<file path="config.mk">
export PLATFORM = sky130hd
export DESIGN_NAME = matrix_uart_printer
export DESIGN_NICKNAME = d
export VERILOG_FILES = /design/src/rtl/matrix_uart_printer_pkg.sv /design/src/rtl/matrix_uart_printer_uart_tx_byte.sv /design/src/rtl/matrix_uart_printer.sv
export SDC_FILE = /design/constraint.sdc
export NUM_CORES = 1
export LEC_CHECK = 0
export CORE_ASPECT_RATIO = 2
export CORE_MARGIN = 2
export CORE_UTILIZATION = 53
export DETAILED_ROUTE_END_ITERATION = 10
export PLACE_DENSITY = 0.79
export SYNTH_ARGS = -nofsm -noshare
export SYNTH_HDL_FRONTEND = slang
export SYNTH_HIERARCHICAL = 1
export SYNTH_SLANG_ARGS = --single-unit
</file>
<file path="constraint.sdc">
create_clock -name clk -period 3.99 [get_ports clk]
set_clock_uncertainty 0.2 [all_clocks]
set_input_delay 0.5985 -clock clk [delete_from_list [all_inputs] [get_ports clk]]
set_output_delay 0.5985 -clock clk [all_outputs]
set_load 0.01 [all_outputs]
</file>
<file path="src/rtl/matrix_uart_printer_pkg.sv">
// Shared definitions for the matrix UART printer: FSM encodings, ASCII
// constants and small helpers used by the printer and its serializer.
package matrix_uart_printer_pkg;

    typedef enum logic [3:0] {
        IDLE,
        FETCH,
        WAIT,
        CONV,
        SEND_DIG,
        SEND_SEP,
        SEND_EOL_CR,
        SEND_EOL_LF,
        DONE
    } state_t;

    typedef enum logic [1:0] {
        TX_IDLE,
        TX_START,
        TX_DATA,
        TX_STOP
    } tx_state_t;

    localparam logic [7:0] ASCII_SPACE = 8'h20;
    localparam logic [7:0] ASCII_CR    = 8'h0D;
    localparam logic [7:0] ASCII_LF    = 8'h0A;
    localparam logic [7:0] ASCII_ZERO  = 8'h30;

    localparam int MAX_DIM    = 5;
    localparam int NUM_DIGITS = 5;

    // Decimal weight of digit position pos, most significant first.
    function automatic logic [15:0] place_value(input logic [2:0] pos);
        case (pos)
            3'd0:    return 16'd10000;
            3'd1:    return 16'd1000;
            3'd2:    return 16'd100;
            3'd3:    return 16'd10;
            default: return 16'd1;
        endcase
    endfunction

    function automatic logic dim_legal(input logic [31:0] d);
        return (d != 32'd0) && (d <= 32'(MAX_DIM));
    endfunction

endpackage

</file>
<file path="src/rtl/matrix_uart_printer_uart_tx_byte.sv">
// 8N1 byte serializer. Idle line is high; the last stop-bit cycle doubles as
// the idle/accept cycle so a waiting byte starts with no gap between frames.
module uart_tx_byte
    import matrix_uart_printer_pkg::*;
#(
    parameter int CLK_FREQ = 100_000_000,
    parameter int BAUD     = 115200
) (
    input  logic       clk,
    input  logic       rst_n,
    input  logic [7:0] i_data,
    input  logic       i_valid,
    output logic       o_ready,
    output logic       o_tx
);

    localparam int CLKS_PER_BIT = CLK_FREQ / BAUD;
    localparam int CW           = (CLKS_PER_BIT > 2) ? $clog2(CLKS_PER_BIT) : 1;
    localparam logic [CW-1:0] BIT_LAST  = CW'(CLKS_PER_BIT - 1);
    localparam logic [CW-1:0] STOP_LAST = CW'(CLKS_PER_BIT - 2);

    tx_state_t     state;
    logic [CW-1:0] cnt;
    logic [2:0]    bit_idx;
    logic [7:0]    shreg;
    logic          tx;

    assign o_ready = (state == TX_IDLE);
    assign o_tx    = tx;

    always_ff @(posedge clk or negedge rst_n) begin
        if (!rst_n) begin
            state   <= TX_IDLE;
            cnt     <= '0;
            bit_idx <= '0;
            shreg   <= '0;
            tx      <= 1'b1;
        end else begin
            case (state)
                TX_IDLE: begin
                    tx <= 1'b1;
                    if (i_valid) begin
                        shreg <= i_data;
                        tx    <= 1'b0;
                        cnt   <= '0;
                        state <= TX_START;
                    end
                end
                TX_START: begin
                    if (cnt == BIT_LAST) begin
                        cnt     <= '0;
                        bit_idx <= '0;
                        tx      <= shreg[0];
                        state   <= TX_DATA;
                    end else begin
                        cnt <= cnt + 1'b1;
                    end
                end
                TX_DATA: begin
                    if (cnt == BIT_LAST) begin
                        cnt <= '0;
                        if (bit_idx == 3'd7) begin
                            tx    <= 1'b1;
                            state <= TX_STOP;
                        end else begin
                            bit_idx <= bit_idx + 3'd1;
                            tx      <= shreg[bit_idx + 3'd1];
                        end
                    end else begin
                        cnt <= cnt + 1'b1;
                    end
                end
                TX_STOP: begin
                    // One cycle short: the idle cycle completes the stop bit.
                    if (cnt == STOP_LAST) begin
                        cnt   <= '0;
                        state <= TX_IDLE;
                    end else begin
                        cnt <= cnt + 1'b1;
                    end
                end
                default: state <= TX_IDLE;
            endcase
        end
    end

endmodule

</file>
<file path="src/rtl/matrix_uart_printer.sv">
// Reads an m x n matrix row-major from storage and prints each element as
// unsigned decimal text over a UART, space-separated with CR LF per row.
module matrix_uart_printer
    import matrix_uart_printer_pkg::*;
#(
    parameter int CLK_FREQ = 100_000_000,
    parameter int BAUD     = 115200
) (
    input  logic        clk,
    input  logic        rst_n,
    input  logic        i_start,
    input  logic [7:0]  i_base_addr,
    input  logic [31:0] i_m,
    input  logic [31:0] i_n,
    output logic [7:0]  o_rd_addr,
    input  logic [31:0] i_rdata,
    output logic        o_uart_tx,
    output logic        o_busy,
    output logic        o_done,
    output state_t      o_state
);

    state_t      state;
    logic [2:0]  m_q, n_q, row, col;
    logic [7:0]  rd_addr;
    logic [15:0] value;
    logic [3:0]  digits [NUM_DIGITS];
    logic [3:0]  dig_cnt;
    logic [2:0]  pos, first, dig_idx;
    logic        started;
    logic        lf_sent;
    logic        busy, done;

    // Byte handshake: tx_valid rises with a byte and stays high until a cycle
    // where tx_ready is also high; that cycle is the transfer.
    logic        tx_valid;
    logic        tx_ready;
    logic [7:0]  tx_byte;

    logic unused_rdata_hi;
    assign unused_rdata_hi = ^i_rdata[31:16];

    assign o_rd_addr = rd_addr;
    assign o_busy    = busy;
    assign o_done    = done;
    assign o_state   = state;

    always_comb begin
        tx_byte = ASCII_SPACE;
        case (state)
            SEND_DIG:    tx_byte = ASCII_ZERO + {4'd0, digits[dig_idx]};
            SEND_EOL_CR: tx_byte = ASCII_CR;
            SEND_EOL_LF: tx_byte = ASCII_LF;
            default:     tx_byte = ASCII_SPACE;
        endcase
    end

    always_ff @(posedge clk or negedge rst_n) begin
        if (!rst_n) begin
            state    <= IDLE;
            m_q      <= '0;
            n_q      <= '0;
            row      <= '0;
            col      <= '0;
            rd_addr  <= '0;
            value    <= '0;
            dig_cnt  <= '0;
            pos      <= '0;
            first    <= '0;
            dig_idx  <= '0;
            started  <= 1'b0;
            lf_sent  <= 1'b0;
            busy     <= 1'b0;
            done     <= 1'b0;
            tx_valid <= 1'b0;
            for (int i = 0; i < NUM_DIGITS; i++) digits[i] <= '0;
        end else begin
            case (state)
                IDLE: begin
                    done <= 1'b0;
                    if (i_start) begin
                        if (dim_legal(i_m) && dim_legal(i_n)) begin
                            m_q     <= i_m[2:0];
                            n_q     <= i_n[2:0];
                            row     <= '0;
                            col     <= '0;
                            rd_addr <= i_base_addr;
                            busy    <= 1'b1;
                            state   <= FETCH;
                        end else begin
                            done  <= 1'b1;
                            state <= DONE;
                        end
                    end
                end
                FETCH: state <= WAIT;
                WAIT: begin
                    value   <= i_rdata[15:0];
                    pos     <= '0;
                    dig_cnt <= '0;
                    started <= 1'b0;
                    first   <= 3'd4;
                    state   <= CONV;
                end
                CONV: begin
                    // One subtraction per cycle; a failed compare closes the digit.
                    if (value >= place_value(pos)) begin
                        value   <= value - place_value(pos);
                        dig_cnt <= dig_cnt + 4'd1;
                    end else begin
                        digits[pos] <= dig_cnt;
                        dig_cnt     <= '0;
                        if (dig_cnt != 4'd0 && !started) begin
                            started <= 1'b1;
                            first   <= pos;
                        end
                        if (pos == 3'd4) begin
                            dig_idx  <= started ? first : 3'd4;
                            tx_valid <= 1'b1;
                            state    <= SEND_DIG;
                        end else begin
                            pos <= pos + 3'd1;
                        end
                    end
                end
                SEND_DIG: begin
                    if (tx_valid && tx_ready) begin
                        if (dig_idx == 3'd4)
                            state <= (col == n_q - 3'd1) ? SEND_EOL_CR : SEND_SEP;
                        else
                            dig_idx <= dig_idx + 3'd1;
                    end
                end
                SEND_SEP: begin
                    if (tx_valid && tx_ready) begin
                        tx_valid <= 1'b0;
                        col      <= col + 3'd1;
                        rd_addr  <= rd_addr + 8'd1;
                        state    <= FETCH;
                    end
                end
                SEND_EOL_CR: begin
                    if (tx_valid && tx_ready) state <= SEND_EOL_LF;
                end
                SEND_EOL_LF: begin
                    if (!lf_sent) begin
                        if (tx_valid && tx_ready) begin
                            tx_valid <= 1'b0;
                            if (row == m_q - 3'd1) begin
                                lf_sent <= 1'b1;
                            end else begin
                                row     <= row + 3'd1;
                                col     <= '0;
                                rd_addr <= rd_addr + 8'd1;
                                state   <= FETCH;
                            end
                        end
                    end else if (tx_ready) begin
                        // Serializer back in idle: the final stop bit is complete.
                        lf_sent <= 1'b0;
                        busy    <= 1'b0;
                        done    <= 1'b1;
                        state   <= DONE;
                    end
                end
                DONE: begin
                    done  <= 1'b0;
                    state <= IDLE;
                end
                default: state <= IDLE;
            endcase
        end
    end

    uart_tx_byte #(
        .CLK_FREQ(CLK_FREQ),
        .BAUD    (BAUD)
    ) u_tx (
        .clk    (clk),
        .rst_n  (rst_n),
        .i_data (tx_byte),
        .i_valid(tx_valid),
        .o_ready(tx_ready),
        .o_tx   (o_uart_tx)
    );

endmodule
</file>
==> results of run 1 <==
[worst max-delay path, cell delays in order, from the launching register on]
cell and delay, ns:
dfrtp_1 0.48, inv_1 0.13, ha_1 0.24, o21ai_0 0.24
and3_1 0.20, ha_1 0.16, inv_1 0.06, fa_1 0.44
nand3_1 0.15, a31oi_1 0.12, o21a_2 0.26, nor3_2 0.29
and3_1 0.33, mux2_1 0.36
[final cells by class]
cell class                 instances  area [um^2]
clock buffer                      10          229
fill                            1007         4010
sequential                       102         2550
inverter                          36          135
clock inverter                     6         77.6
multi-input combinational        528         3800
tap                              147          184
timing repair buffer             116         1130
[through the flow]
step           hold WS, ns  util (%)
6_report             0.105      66.9
5_1_grt              0.180      66.9
4_1_cts              0.147      66.9
3_5_place_dp         0.276      64.4
3_3_place_gp         0.266      64.4
2_1_floorplan        0.103         -
[cells in the final DEF, fill, tap and decap left out, types with 4 or more instances in the layout]
master           synthesis  layout
or3_1                    4       4
dfrtp_1                101     100
mux2_1                   4       4
nor4_2                   4       4
o21ai_1                  7       7
nor2_1                  31      31
o22ai_1                 12      12
clkdlybuf4s50_1          0     104
o31ai_1                  6       6
and3_1                   5       5
o211ai_1                 9       9
a21o_1                   5       5
a31oi_1                 12      12
nand3_1                 23      23
nor3_1                  14      14
a211oi_1                 4       4
buf_4                    1      12
nand4_1                  9       9
mux2i_1                  6       6
nor4_1                  18      18
ha_1                    36      36
mux4_2                   6       6
o21ai_0                 39      39
clkbuf_16                0       9
a22oi_1                  7       7
xnor2_1                  8       8
o2bb2ai_1                4       4
inv_1                   35      35
and2_1                   4       4
nand2_1                 85      85
a22o_1                   6       6
a21oi_1                 41      41
mux2_2                  30      30
xor2_1                   7       7
a2bb2oi_1                7       7
o21a_1                   9       9
[synthesized netlist by cell type, types with 3 or more instances]
| library cell | n | area share, % |
|---|---|---|
| o31ai_1 | 6 | 0.68 |
| xnor2_1 | 8 | 1.1 |
| nor3_1 | 14 | 1.1 |
| a31oi_1 | 12 | 1.1 |
| o211ai_1 | 9 | 1.0 |
| a22o_1 | 6 | 0.80 |
| a22oi_1 | 7 | 0.80 |
| mux2_1 | 4 | 0.68 |
| o22ai_1 | 12 | 1.1 |
| clkbuf_1 | 11 | 0.63 |
| xor2_1 | 7 | 0.93 |
| inv_1 | 35 | 2.0 |
| nor4_2 | 4 | 0.76 |
| buf_2 | 11 | 0.83 |
| o2bb2ai_1 | 4 | 0.53 |
| dfrtp_1 | 101 | 38 |
| o21ai_1 | 7 | 0.53 |
| nand2_1 | 85 | 4.8 |
| a21oi_1 | 41 | 3.1 |
| a2bb2oi_1 | 7 | 0.93 |
| nor4_1 | 18 | 1.7 |
| nor2_1 | 31 | 1.8 |
| o21ai_0 | 39 | 3.0 |
| and2_1 | 4 | 0.38 |
| nand4_1 | 9 | 0.85 |
| a32o_1 | 3 | 0.46 |
| a21o_1 | 5 | 0.57 |
| nor3b_1 | 3 | 0.34 |
| mux2i_1 | 6 | 0.91 |
| mux4_2 | 6 | 2.0 |
| mux2_2 | 30 | 5.1 |
| or3_1 | 4 | 0.38 |
| and3_1 | 5 | 0.47 |
| ha_1 | 36 | 6.8 |
| o31a_1 | 3 | 0.40 |
| o21a_1 | 9 | 1.0 |
| a211oi_1 | 4 | 0.46 |
| nand3_1 | 23 | 1.7 |
| nand3b_1 | 3 | 0.34 |
[per-layer routing]
layer  GRT usage (%)  up-vias  wire length, um
li1                -     2791                -
met1            27.6     2892             6010
met2            50.2      211             9570
met3            3.00       54              620
met4            14.8        0              823
met5               0        -                0
[repair_timing]
item | in CTS | in global routing
hold endpoints to repair | 0 | 0
setup endpoints to repair | 0 | 4
gates resized for setup | 0 | 1
[worst paths after layout]
| kind | end | start | slack [ns] | cells past startpoint |
|---|---|---|---|---|
| setup reg to reg | digits[4] | pos[1] | 0.23 | 13 |
| hold / removal | value[8] | rst_n | 0.11 | 1 |
| hold reg to reg | digits[6] | digits[6] | 0.29 | 1 |
| max in group asynchronous | u_tx/o_tx | rst_n | 2.61 | 2 |
| min in group clk | digits[6] | digits[6] | 0.29 | 1 |
| setup / recovery | digits[4] | pos[1] | 0.23 | 13 |
[registers in the layout (all words and copies together) (netlist names), 3 cells and up]
| register | count |
|---|---|
| dig_idx | 3 |
| u_tx/bit_idx | 3 |
| value | 16 |
| row | 3 |
| u_tx/shreg | 8 |
| col | 3 |
| o_rd_addr | 8 |
| n_q | 3 |
| first | 3 |
| digits | 20 |
| u_tx/cnt | 10 |
| pos | 3 |
| dig_cnt | 4 |
| m_q | 3 |
| o_state | 4 |
[power by group]
part	switching, mW	total [mW]	internal (mW)
combinational	1.31	2.33	1.01
sequential	0.309	1.55	1.24
clock	0.420	0.920	0.500
total	2.04	4.80	2.75
[kinds of logic after synthesis]
kind of cell             after synthesis  share of synthesized area, %
AND/OR/NAND/NOR                      222                          17.5
AO/OA/AOI/OAI                        205                          21.8
flip-flops                           102                          38.7
buffers and inverters                 60                          3.68
multiplexers                          46                          8.77
adder cells (fa/ha/maj)               37                          7.13
XOR/XNOR                              16                          2.33
other                                  1                        0.0569
==> summary.txt, run 1 <==
Run status
  • Status: completed

Global route
  • Gr ovfl total: 0
  • Global-route wire length before repair: 29.1 mm
  • Pin count of the biggest net entering global routing: 61
  • GR Util All Layers: 26.4%
  • Initial antenna violation count: 0
  • Vias in the first global route: 6270

Clocking
  • CTS clk-pin slew, worst paths: 0.07 ns
  • Clock buffer depth: 2
  • Number of CTS-inserted buffers: 9
  • Cts-stage hold buffer count: 0
  • CTS tree: built
  • Clock root buffer: clkbuf_16
  • H-tree depth: 3
  • Clk Latency, worst-skew pair: 0.35 ns
  • Setup bufs post-CTS: 0
  • Clock sinks: 102

Synthesis
  • EDFF count, synth: 0
  • Mapped cell area: 0.00659 mm^2
  • Register area share after synthesis: 38.7%
  • Yosys cell types: 83
  • Synth warnings: 6
  • #FFs+latches synth: 102
  • Post-synth ARST share: 100%
  • Synth Instances: 689
  • Synthesized area per cell: 9.57 um^2
  • Top_reg_cell synth: dfrtp_1

STA
  • PnR worst setup slack: 0.227 ns
  • Max Clk Rate: 266 MHz
  • Final Hold Viols: 0
  • Final setup fails: 0
  • Slew Viols, Final: 0
  • Slew headroom: 34.6%
  • Unrepaired setup endpoints after global routing: false
  • Slew @ Worst Pin: 0.979 ns
  • Period utilization: 94.3%
  • Min Tclk post-route: 3.76 ns
  • Setup TNS: 0 ns

Worst setup path
  • Nature of the critical path endpoint: flip-flop
  • Crit path required time: 4.01 ns
  • Critical-path maximum fanout: 8
  • Worst EP arrival: 3.79 ns
  • CP Launch Type: flip-flop
  • Worst setup path class: reg2reg

Die
  • Starting Density: 54.4%
  • Die Width: 82.9 um
  • Die Area: 0.0134 mm^2
  • Area of the core: 0.0121 mm^2
  • Rows: 57
  • Top Ports: 122
  • Die H: 162 um

Finish
  • P&R area growth vs syn: 23.0%
  • Finished Layout Cells: 945
  • Diode count: 0
  • Design Area, Final: 0.00811 mm^2
  • Share of cells above drive strength 1: 11.5%
  • Number of nets in the layout: 937

Route
  • Starting DRC count in detailed routing: 317
  • Drt pass-1 iters: 6
  • Drt total wl: 17.0 mm
  • Drt via density: 6.29
  • Via Count: 5948
  • Antenna-violating nets left: 0
  • WL/cell: 18.0 um
  • Drc violations: 0

Place
  • Detailed-placement wirelength estimate: 13.3 mm
  • Setup WS pre-CTS: 0.199 ns
  • Dpl cells: 929
  • IO buf count: 105
  • Placed cell area: 0.00780 mm^2
  • Final GP Congestion: 0.853

Power and ir drop
  • P per Cell Area: 591 mW/mm^2
  • Worst VDD drop: 0.444 mV
  • Lkg Pwr: 3.40 nW
  • Power, Total: 4.80 mW

Hold path
  • Hold Crit Class: in2async

Run
  • Max-cap check violation count: 0
Power figures use the tool's default switching activity.
==> inputs of run 2 (changes only) <==
--- a/config.mk
+++ b/config.mk
@@ -5,6 +5,7 @@
 export SDC_FILE = /design/constraint.sdc
 export NUM_CORES = 1
 export LEC_CHECK = 0
+export ABC_CLOCK_PERIOD_IN_PS = 3990
 export CORE_ASPECT_RATIO = 2
 export CORE_MARGIN = 2
 export CORE_UTILIZATION = 53
==> results of run 2 <==
Same layout as run 1: the final DEF is identical, and so are final timing and power.
==> inputs of run 3 (changes only) <==
--- a/config.mk
+++ b/config.mk
@@ -11,6 +11,7 @@
 export CORE_UTILIZATION = 53
 export DETAILED_ROUTE_END_ITERATION = 10
 export PLACE_DENSITY = 0.79
+export SLEW_MARGIN = 20
 export SYNTH_ARGS = -nofsm -noshare
 export SYNTH_HDL_FRONTEND = slang
 export SYNTH_HIERARCHICAL = 1
==> results of run 3 <==
Same layout as run 1: the final DEF is identical, and so are final timing and power.
